`config.mk`:
```
export PLATFORM = sky130hd
export DESIGN_NAME = arf096b256e1r1w0cbbeheaa4acw_rd_pipe
export DESIGN_NICKNAME = d
export VERILOG_FILES = /design/src/rtl/arf096b256e1r1w0cbbeheaa4acw_rd_pipe.sv
export SDC_FILE = /design/constraint.sdc
export NUM_CORES = 1
export LEC_CHECK = 0
export CAP_MARGIN = 20
export CELL_PAD_IN_SITES_DETAIL_PLACEMENT = 0
export CELL_PAD_IN_SITES_GLOBAL_PLACEMENT = 1
export CORE_MARGIN = 3
export CORE_UTILIZATION = 43
export DETAILED_ROUTE_END_ITERATION = 8
export PLACE_DENSITY = 0.92
export SETUP_SLACK_MARGIN = 0.4
export SLEW_MARGIN = 20
export SYNTH_ARGS = -nofsm -noshare
export SYNTH_HDL_FRONTEND = slang
export SYNTH_SLANG_ARGS = --single-unit
```
`constraint.sdc`:
```
create_clock -name clk -period 5.7 [get_ports clk]
set_input_delay 0.57 -clock clk [delete_from_list [all_inputs] [get_ports clk]]
set_output_delay 0.57 -clock clk [all_outputs]
set_load 0.005 [all_outputs]
```
`src/rtl/arf096b256e1r1w0cbbeheaa4acw_rd_pipe.sv`:
```
// Read pipe for the 96b x 256 1R1W regfile. Request to response takes ARRAY_LAT+2 cycles. Credit-gated req_ready means a read is only issued once a FIFO slot is reserved for it.
// Optional parity checking is enabled by ARF096B256E1R1W0CBBEHEAA4ACW_RD_PARITY_EN.
module arf096b256e1r1w0cbbeheaa4acw_rd_pipe #(
  parameter int DWIDTH     = 96,
  parameter int DEPTH      = 256,
  parameter int AWIDTH     = 8,
  parameter int ARRAY_LAT  = 1,
  parameter int OBUF_DEPTH = 2
) (
  input  logic              clk,
  input  logic              rst,
  input  logic              req_valid,
  output logic              req_ready,
  input  logic [AWIDTH-1:0] req_addr,
  output logic              arr_rden,
  output logic [AWIDTH-1:0] arr_rdaddr,
  input  logic [DWIDTH-1:0] arr_rddata,
`ifdef ARF096B256E1R1W0CBBEHEAA4ACW_RD_PARITY_EN
  input  logic              arr_rdpar,
  output logic              rsp_perr,
`endif
  output logic              rsp_valid,
  input  logic              rsp_ready,
  output logic [DWIDTH-1:0] rsp_data,
  output logic              rsp_oor,
  output logic              busy
);

  localparam int CW = $clog2(OBUF_DEPTH + 1);
  localparam int PW = (OBUF_DEPTH > 1) ? $clog2(OBUF_DEPTH) : 1;
  localparam int IW = $clog2(ARRAY_LAT + 2);

  typedef struct packed {
`ifdef ARF096B256E1R1W0CBBEHEAA4ACW_RD_PARITY_EN
    logic              perr;
`endif
    logic              oor;
    logic [DWIDTH-1:0] data;
  } ent_t;

  logic [ARRAY_LAT:0] pv;
  logic [ARRAY_LAT:0] poor;
  logic [IW-1:0]      inflight;
  logic [CW-1:0]      count;
  logic [PW-1:0]      wptr;
  logic [PW-1:0]      rptr;
  ent_t               mem [OBUF_DEPTH];
  ent_t               wr_ent;
  logic               accept;
  logic               req_oor;
  logic               push;
  logic               pop;
  logic [31:0]        occ;

  // A credit is consumed at accept and returned at pop, so the FIFO can never overflow.
  assign occ       = 32'(count) + 32'(inflight);
  assign req_ready = occ < 32'(OBUF_DEPTH);
  assign req_oor   = 32'(req_addr) >= 32'(DEPTH);
  assign accept    = req_valid & req_ready;
  assign push      = pv[ARRAY_LAT];
  assign rsp_valid = (count != '0);
  assign pop       = rsp_valid & rsp_ready;
  assign busy      = (inflight != '0) | (count != '0);

  always_comb begin
    wr_ent     = '0;
    wr_ent.oor = poor[ARRAY_LAT];
    if (!poor[ARRAY_LAT]) begin
      wr_ent.data = arr_rddata;
`ifdef ARF096B256E1R1W0CBBEHEAA4ACW_RD_PARITY_EN
      wr_ent.perr = ^{arr_rddata, arr_rdpar};
`endif
    end
  end

  always_ff @(posedge clk) begin
    if (!rst) begin
      arr_rden   <= 1'b0;
      arr_rdaddr <= '0;
      pv         <= '0;
      poor       <= '0;
      inflight   <= '0;
    end else begin
      arr_rden <= accept & ~req_oor;
      if (accept & ~req_oor)
        arr_rdaddr <= req_addr;
      pv       <= {pv[ARRAY_LAT-1:0], accept};
      poor     <= {poor[ARRAY_LAT-1:0], req_oor};
      inflight <= inflight + IW'(accept) - IW'(push);
    end
  end

  always_ff @(posedge clk) begin
    if (!rst) begin
      wptr  <= '0;
      rptr  <= '0;
      count <= '0;
      for (int i = 0; i < OBUF_DEPTH; i++)
        mem[i] <= '0;
    end else begin
      if (push) begin
        mem[wptr] <= wr_ent;
        wptr      <= (wptr == PW'(OBUF_DEPTH - 1)) ? '0 : wptr + PW'(1);
      end
      if (pop)
        rptr <= (rptr == PW'(OBUF_DEPTH - 1)) ? '0 : rptr + PW'(1);
      count <= count + CW'(push) - CW'(pop);
    end
  end

  assign rsp_data = mem[rptr].data;
  assign rsp_oor  = mem[rptr].oor;
`ifdef ARF096B256E1R1W0CBBEHEAA4ACW_RD_PARITY_EN
  assign rsp_perr = mem[rptr].perr;
`endif

endmodule

```
==> results of run 1 <==
-- path summary, 6_finish.rpt --
check           startpoint             to  slack, ps  depth (start not counted)
max                   flop    rsp_data[1]       2700                          3
min          arr_rdaddr[4]  arr_rdaddr[4]        460                          2
max reg2reg          pv[1]     mem[0][59]       2980                          3
min reg2reg  arr_rdaddr[4]  arr_rdaddr[4]        460                          2
-- cell families (layout without fill, tap and decap cells) --
family          after synthesis  count (layout)  share of synthesized area
mux                         106             106                      0.145
other cells                   1               1                   0.000408
flops                       209             209                      0.665
compound gates                2               2                    0.00164
buf+inv                      54             270                     0.0405
simple gates                322             322                      0.135
xor+xnor                      2               2                    0.00490
fa+ha+maj                     5               5                    0.00763
-- sequential cells by signal, summed over array words and instances, names as in the netlist, named ones only --
| register | cells |
|---|---|
| wptr | 1 |
| pv | 2 |
| arr_rdaddr | 8 |
| inflight | 2 |
| rptr | 1 |
| mem | 192 |
| count | 2 |
-- worst min-delay path: stages (launching register included) --
cell     delay [ps]
dfxtp_1         310
nand2_1          50
mux2i_1          50
-- layer usage --
metal | vias to the layer above | share of wire | GRT usage
met1 | 2769 | 0.39 | 0.211
met3 | 27 | 0.077 | 0.0386
met4 | 2 | 0.015 | 0.0381
li1 | 2784 | - | -
met2 | 229 | 0.51 | 0.300
met5 | - | 0.00064 | 0
-- area by class of cell --
type	count	area share
clock buffers	32	0.0522
inverters	6	0.00185
flip-flops and latches	209	0.501
well taps	270	0.0277
repair buffers	222	0.181
clock inverters	10	0.0120
multi-input cells	438	0.224
-- where the power goes --
part / total [mW] / switching [mW] / leakage (nW) / internal (mW)
logic: 1.15 / 0.469 / 2.00 / 0.680
registers: 1.90 / 0.0504 / 2.14 / 1.85
clock network: 1.51 / 0.587 / 0.376 / 0.926
-- cells in the final DEF, fill, tap and decap left out, types with 2 or more instances in the layout --
cell type	n
dfxtp_1	16
nand2_1	114
mux2i_1	10
and2_1	5
clkinvlp_4	2
nor2_1	192
mux2_4	40
inv_6	2
edfxtp_1	192
clkbuf_4	2
xnor3_1	2
inv_1	6
clkbuf_8	2
bufinv_16	3
ha_1	4
clkbuf_1	5
nor2b_1	2
nand2_4	3
nand2b_1	2
buf_4	8
mux2_2	56
clkdlybuf4s50_1	214
clkbuf_16	23
==> run metrics, run 1 <==
Fin. Hold Viols 0; pwr/cell area 374 nW/um^2; Synth area leaders edfxtp_1 (63%), nor2_1 (7.8%), mux2_2 (6.9%); violation count after the first detailed-routing iteration 355; RSZ-0062 raised after global routing false; Syn Area/Cell 13.1 sq um; Setup WS pre-CTS 2970 ps; multi-input logic area 2740 sq um; Area Growth Syn to Fin 32.8%; Clock Path Buffers 3; max-slew violation count 0; Hold WS 458 ps; maximum VDD drop 176 uV; drt wl/cell 17.1 um; grt ovf 0; vias in the first global route 6,059; Via density 4.90; initial antenna violation count 1; top post-synthesis cells by count edfxtp_1 (192), nor2_1 (192), nand2_1 (117), mux2_2 (56), mux2_4 (40); Clock Latency Late Sink 500 ps; area fraction of the dominant cell type after synthesis 0.628; gpl congestion 0.714; Worst Path Arrival 2430 ps; endpoints failing setup 0; post-layout util 0.591; CORE AREA 20,600 sq um; H-tree depth 1; Tmin final 3000 ps; via count 5,811; FF+latch area 6110 sq um; area leader, netlist edfxtp_1; number of max-cap violations 0; Post-DRT Antenna Nets 0; Worst Tran Pin Value 852 ps; Detailed Routing Iterations Pass 1 5; top-level I/O count 217; FP Rows 52; post-CTS setup buffers 0; port bufs 215; drt drc 0; Data required, critical path 5130 ps; Most used DFF post-synth edfxtp_1; post-route setup TNS 0 ps; design area 12,200 sq um; fmax 334 MHz; Die Width 152 um; Finished Layout Cells 1,187; CTS tree built; Placed Instance Area 11,400 sq um; Total Power Consumption 4.56 mW; CP bufs+invs 2; dpl hpwl 12,400 um; largest net degree at the start of global routing 79; DRT Wirelength 20,300 um; cts repair resizes 0; share of async-settable or async-resettable flops after synthesis 0; Tot GR Track Use 0.169; min-delay worst type flop to flop; Mapped Nets 814; Inserted Diodes 0; Initial Utilization 0.445; Die Span Y 152 um; status completed; CTS Buf Count 23; CP delay by family, top buffers and inverters; Synth Instances 701; EDFF count, synth 192; nets@finish 1,013; Setup Skew 12.2 ps; placed cells 1,145; clock transition at the registers of the reported paths 60 ps; CP Class flop to primary output; crit share post-route 0.526; post-synth cell types 26; worst slew margin relative to its limit 0.432; Clock Tree Root clkbuf_16; cts hold-fix bufs 0; FF+latch count, synth 209; sequential-to-total area share from yosys stat 0.665; CP peak stage delay 620 ps; total leakage power 4.51 nW; Ys Warns 0; Worst Slack Setup Final 2700 ps; critical path capture point type primary output; Die ar. 23,100 sq um; worst-path fanout max 55; Synth Cell Area 9180 sq um; Slowest-stage cell, CP buf_4; global-route wire length before repair 32,000 um; Layout fillers 1,595; Clock Sinks 209; CP startpoint kind flop; CP Cell Sequence buf_4, mux2_2, clkdlybuf4s50_1; layout cells sized above 1 0.159
(Power assumes the default switching activity.)
==> run 2: changes to the inputs <==
Settings changed: CORE_UTILIZATION 43 to 40, PLACE_DENSITY 0.92 to 0.87.
Clock period 5.7 ns to 3.1 ns, I/O delays scaled along.
==> run metrics, run 2 (same netlist as run 1, synthesis figures left out) <==
status completed; nets@finish 1,020; endpoints failing setup 0; Worst Tran Pin Value 1000 ps; CP peak stage delay 500 ps; Clock Path Buffers 3; commonest non-fill, non-tap cell in the layout clkdlybuf4s50_1; RSZ-0062 raised after global routing false; Inserted Diodes 0; CTS Buf Count 23; Worst path depth 3; H-tree depth 1; multi-input logic area 2740 sq um; dpl hpwl 13,100 um; fmax 395 MHz; hold depth 3; Largest Register mem; violation count after the first detailed-routing iteration 340; worst slew margin relative to its limit 0.334; Die ar. 24,800 sq um; Placed Instance Area 11,500 sq um; Clock Latency Late Sink 490 ps; reg2reg path depth 10; port bufs 215; number of max-cap violations 0; worst-path fanout max 48; CP startpoint kind flop; Setup WS pre-CTS 865 ps; Clock Tree Root clkbuf_16; cts hold-fix bufs 0; Data required, critical path 2790 ps; CP delay by family, top buffers and inverters; total leakage power 4.49 nW; top-level I/O count 217; min-delay worst type input port to flop; Die Width 158 um; initial antenna violation count 0; worst reg2reg setup slack 870 ps; max-slew violation count 0; Detailed Routing Iterations Pass 1 5; CP Class flop to primary output; Tot GR Track Use 0.165; clock transition at the registers of the reported paths 60 ps; Fin. Hold Viols 0; FF+latch area 6110 sq um; FP Rows 54; maximum VDD drop 344 uV; Area Growth Syn to Fin 32.5%; drt drc 0; hold path startpoint req_addr[7]; R2R Path Start inflight[1]; CP bufs+invs 2; Clock Sinks 209; layout cells sized above 1 0.157; Via density 4.87; critical path capture point type primary output; global-route wire length before repair 32,200 um; Setup Skew 8.79 ps; design area 12,200 sq um; Initial Utilization 0.414; number of flip-flops under the largest register name 192; CTS tree built; pwr/cell area 661 nW/um^2; post-route setup TNS 0 ps; Post-DRT Antenna Nets 0; via count 5,844; CP Cell Sequence buf_12, mux2_2, clkdlybuf4s50_1; Top Registers mem: 192 flops, arr_rdaddr: 8 flops; drt wl/cell 17.5 um; worst hold endpoint arr_rdaddr[7]; Worst Path Arrival 2220 ps; DRT Wirelength 21,000 um; CORE AREA 22,200 sq um; cts repair resizes 0; Layout fillers 1,868; Worst Slack Setup Final 571 ps; gpl congestion 0.756; grt ovf 0; Slowest-stage cell, CP dfxtp_4; crit share post-route 0.816; largest net degree at the start of global routing 82; Die Span Y 158 um; Tmin final 2530 ps; vias in the first global route 5,926; most frequent cells in the layout clkdlybuf4s50_1 (214), nor2_1 (192), edfxtp_1 (192), nand2_1 (114), mux2_2 (56); worst r2r dst inflight[1]
run 2: changes by cell type in the layout (fill, tap and decap cells not counted), moves of 3 or more:
cell and delta:
bufinv_16 -3, buf_12 +4, clkinv_1 +3, clkinv_2 +3
run 2: metal layers:
metal	track usage	vias up	routed length, um
met2	0.293	183	10600
met1	0.207	2827	8660
li1	-	2803	-
met3	0.0357	31	1410
met5	0	-	0
met4	0.0388	0	369
run 2: final cells by class:
cell class / count / area share
flip-flops and latches: 209 / 0.502
multi-input cells: 438 / 0.225
repair buffers: 229 / 0.190
clock buffers: 29 / 0.0492
well taps: 280 / 0.0288
clock inverters: 8 / 0.00319
inverters: 6 / 0.00185
run 2: worst max path at each step:
stage / end / slack [ps]
2_1_floorplan: mem[1][0] / 680
3_3_place_gp: inflight[1] / 900
3_5_place_dp: inflight[1] / 860
4_1_cts: rsp_data[4] / 530
5_1_grt: rsp_data[4] / 500
6_report: rsp_data[4] / 570
run 2: power breakdown:
part	switching (mW)	leakage (nW)	internal [mW]	total, mW
Combinational	0.863	2.05	1.29	2.16
Clock	1.02	0.313	1.35	2.37
Sequential	0.115	2.14	3.39	3.51
Total	2.00	4.49	6.04	8.04
run 2: what timing repair did:
item | CTS | global route
hold endpoints to repair | 0 | 0
buffers inserted | 1 | 0
endpoints found under the setup margin | 19 | 0
run 2: worst min-delay path: cells and delay by family:
family	cells	cell delay, ps
buffers and inverters	1	400
and+or+nand+nor	1	60
muxes	1	50
run 2: per-stage QoR:
stage	utilization	total power, mW	cells	hold slack, ps
after floorplan	-	4.68	701	451
after global placement	0.520	5.72	1161	441
after detailed placement	0.520	5.74	1161	448
after CTS	0.549	8.16	1199	352
after global routing	0.549	8.42	1199	363
final	0.549	8.04	1199	374
==> run 3: changes to the inputs <==
Clock period 3.1 ns to 2.4 ns, I/O delays scaled along.
==> run metrics, run 3 (same netlist as run 1, synthesis figures left out) <==
CTS tree built; largest net degree at the start of global routing 98; Die Width 158 um; status completed; drt wl/cell 18.1 um; Worst Slack Setup Final 313 ps; CTS Buf Count 23; most frequent cells in the layout nor2_1 (192), edfxtp_1 (192), clkdlybuf4s50_1 (116), nand2_1 (113), mux2_4 (70); Area Growth Syn to Fin 42.1%; maximum VDD drop 457 uV; RSZ-0062 raised after global routing true; Worst Path Arrival 1850 ps; Inserted Diodes 0; Top Registers mem: 192 flops, arr_rdaddr: 8 flops; number of max-cap violations 0; P_int 8.80 mW; Detailed Routing Iterations Pass 1 4; Setup WS pre-CTS 450 ps; GRT met2 Usage 0.309; gpl congestion 0.705; drt drc 0; Initial Utilization 0.414; nets@finish 1,068; Comb pwr share 0.318; DRT Wirelength 22,600 um; Tot GR Track Use 0.178; number of flip-flops under the largest register name 192; crit share post-route 0.870; Data required, critical path 2160 ps; Clock Latency Late Sink 490 ps; pwr/cell area 897 nW/um^2; dpl hpwl 12,400 um; violation count after the first detailed-routing iteration 286; Clock Power Share 0.296; H-tree depth 1; Clock Path Buffers 3; post-route setup TNS 0 ps; total leakage power 5.17 nW; Largest Register mem; CORE AREA 22,200 sq um; grt ovf 0; clock transition at the registers of the reported paths 60 ps; layout cells sized above 1 0.307; endpoints failing setup 0; switching power 2.91 mW; Die ar. 24,800 sq um; critical path capture point type primary output; Fin. Hold Viols 0; global route hottest layer met2; placed cells 1,161; Hold WS 299 ps; CP Class flop to primary output; switching share of total power 0.249; Die Span Y 158 um; Worst Tran Pin Value 528 ps; global-route wire length before repair 34,500 um; fmax 479 MHz; vias in the first global route 6,204; Setup Skew 6.75 ps; CP startpoint kind flop; top-level I/O count 217; Tmin final 2090 ps; Clock Tree Root clkbuf_16; min-delay worst type input port to flop; worst-path fanout max 7; port bufs 215; initial antenna violation count 0; FP Rows 54; grt met3 use 0.0437; worst slew margin relative to its limit 0.648; max-slew violation count 0; via count 6,147; Clock Sinks 209; Sequential Power Share 0.386; met1 usage 0.228; Via density 4.91; Finished Layout Cells 1,251; Post-DRT Antenna Nets 0
==> run 3: layer usage <==
layer	part of all wire	routed length, um
met1	0.42	9510
met2	0.50	11300
met3	0.064	1450
met4	0.016	368
met5	0	0
==> run 3: cell type report <==
type	count	area (sq um)
Multi-Input combinational cell	438	2880
Fill cell	1770	9110
Sequential cell	209	6120
Tap cell	280	350
Clock inverter	12	128
Inverter	6	22.5
Clock buffer	29	618
Timing Repair Buffer	277	2930
==> run 3: worst paths after layout <==
path                 startpoint       endpoint  slack, ps  depth (start not counted)
setup / recovery           flop   rsp_data[67]        310                          6
hold / removal      req_addr[2]  arr_rdaddr[2]        300                          3
setup reg to reg       count[0]    inflight[1]        480                          9
hold reg to reg   arr_rdaddr[2]  arr_rdaddr[2]        460                          2
==> run 3: power by group through the flow <==
stage / registers (mW) / clock network, mW / logic (mW)
CTS: 4.51 / 3.55 / 3.48
global route: 4.56 / 3.72 / 3.97
global placement: 4.56 / 0 / 2.86
floorplan: 4.55 / 0 / 1.54
detailed placement: 4.59 / 0 / 2.87
finish: 4.51 / 3.47 / 3.73
==> run 3: stage by stage <==
step | util | power [mW] | cell area, sq um
floorplan | - | 6.09 | 9230
global placement | 0.523 | 7.42 | 11600
detailed placement | 0.523 | 7.46 | 11600
CTS | 0.579 | 11.5 | 12800
global route | 0.589 | 12.2 | 13100
finish | 0.589 | 11.7 | 13100
==> run 3: worst max-delay path: stages, from the launching register on <==
cell	delay [ps]
dfxtp_4	370
buf_12	140
buf_12	130
buf_16	130
buf_12	140
mux2_4	310
buf_6	120
==> run 3: timing repair <==
| action | CTS | global route |
|---|---|---|
| cloned | 12 | 2 |
| hold buffers | 0 | 0 |
| resized for setup | 307 | 129 |
| buffers inserted | 25 | 10 |
| pin swaps | 0 | 2 |
| setup endpoints to repair | 98 | 69 |
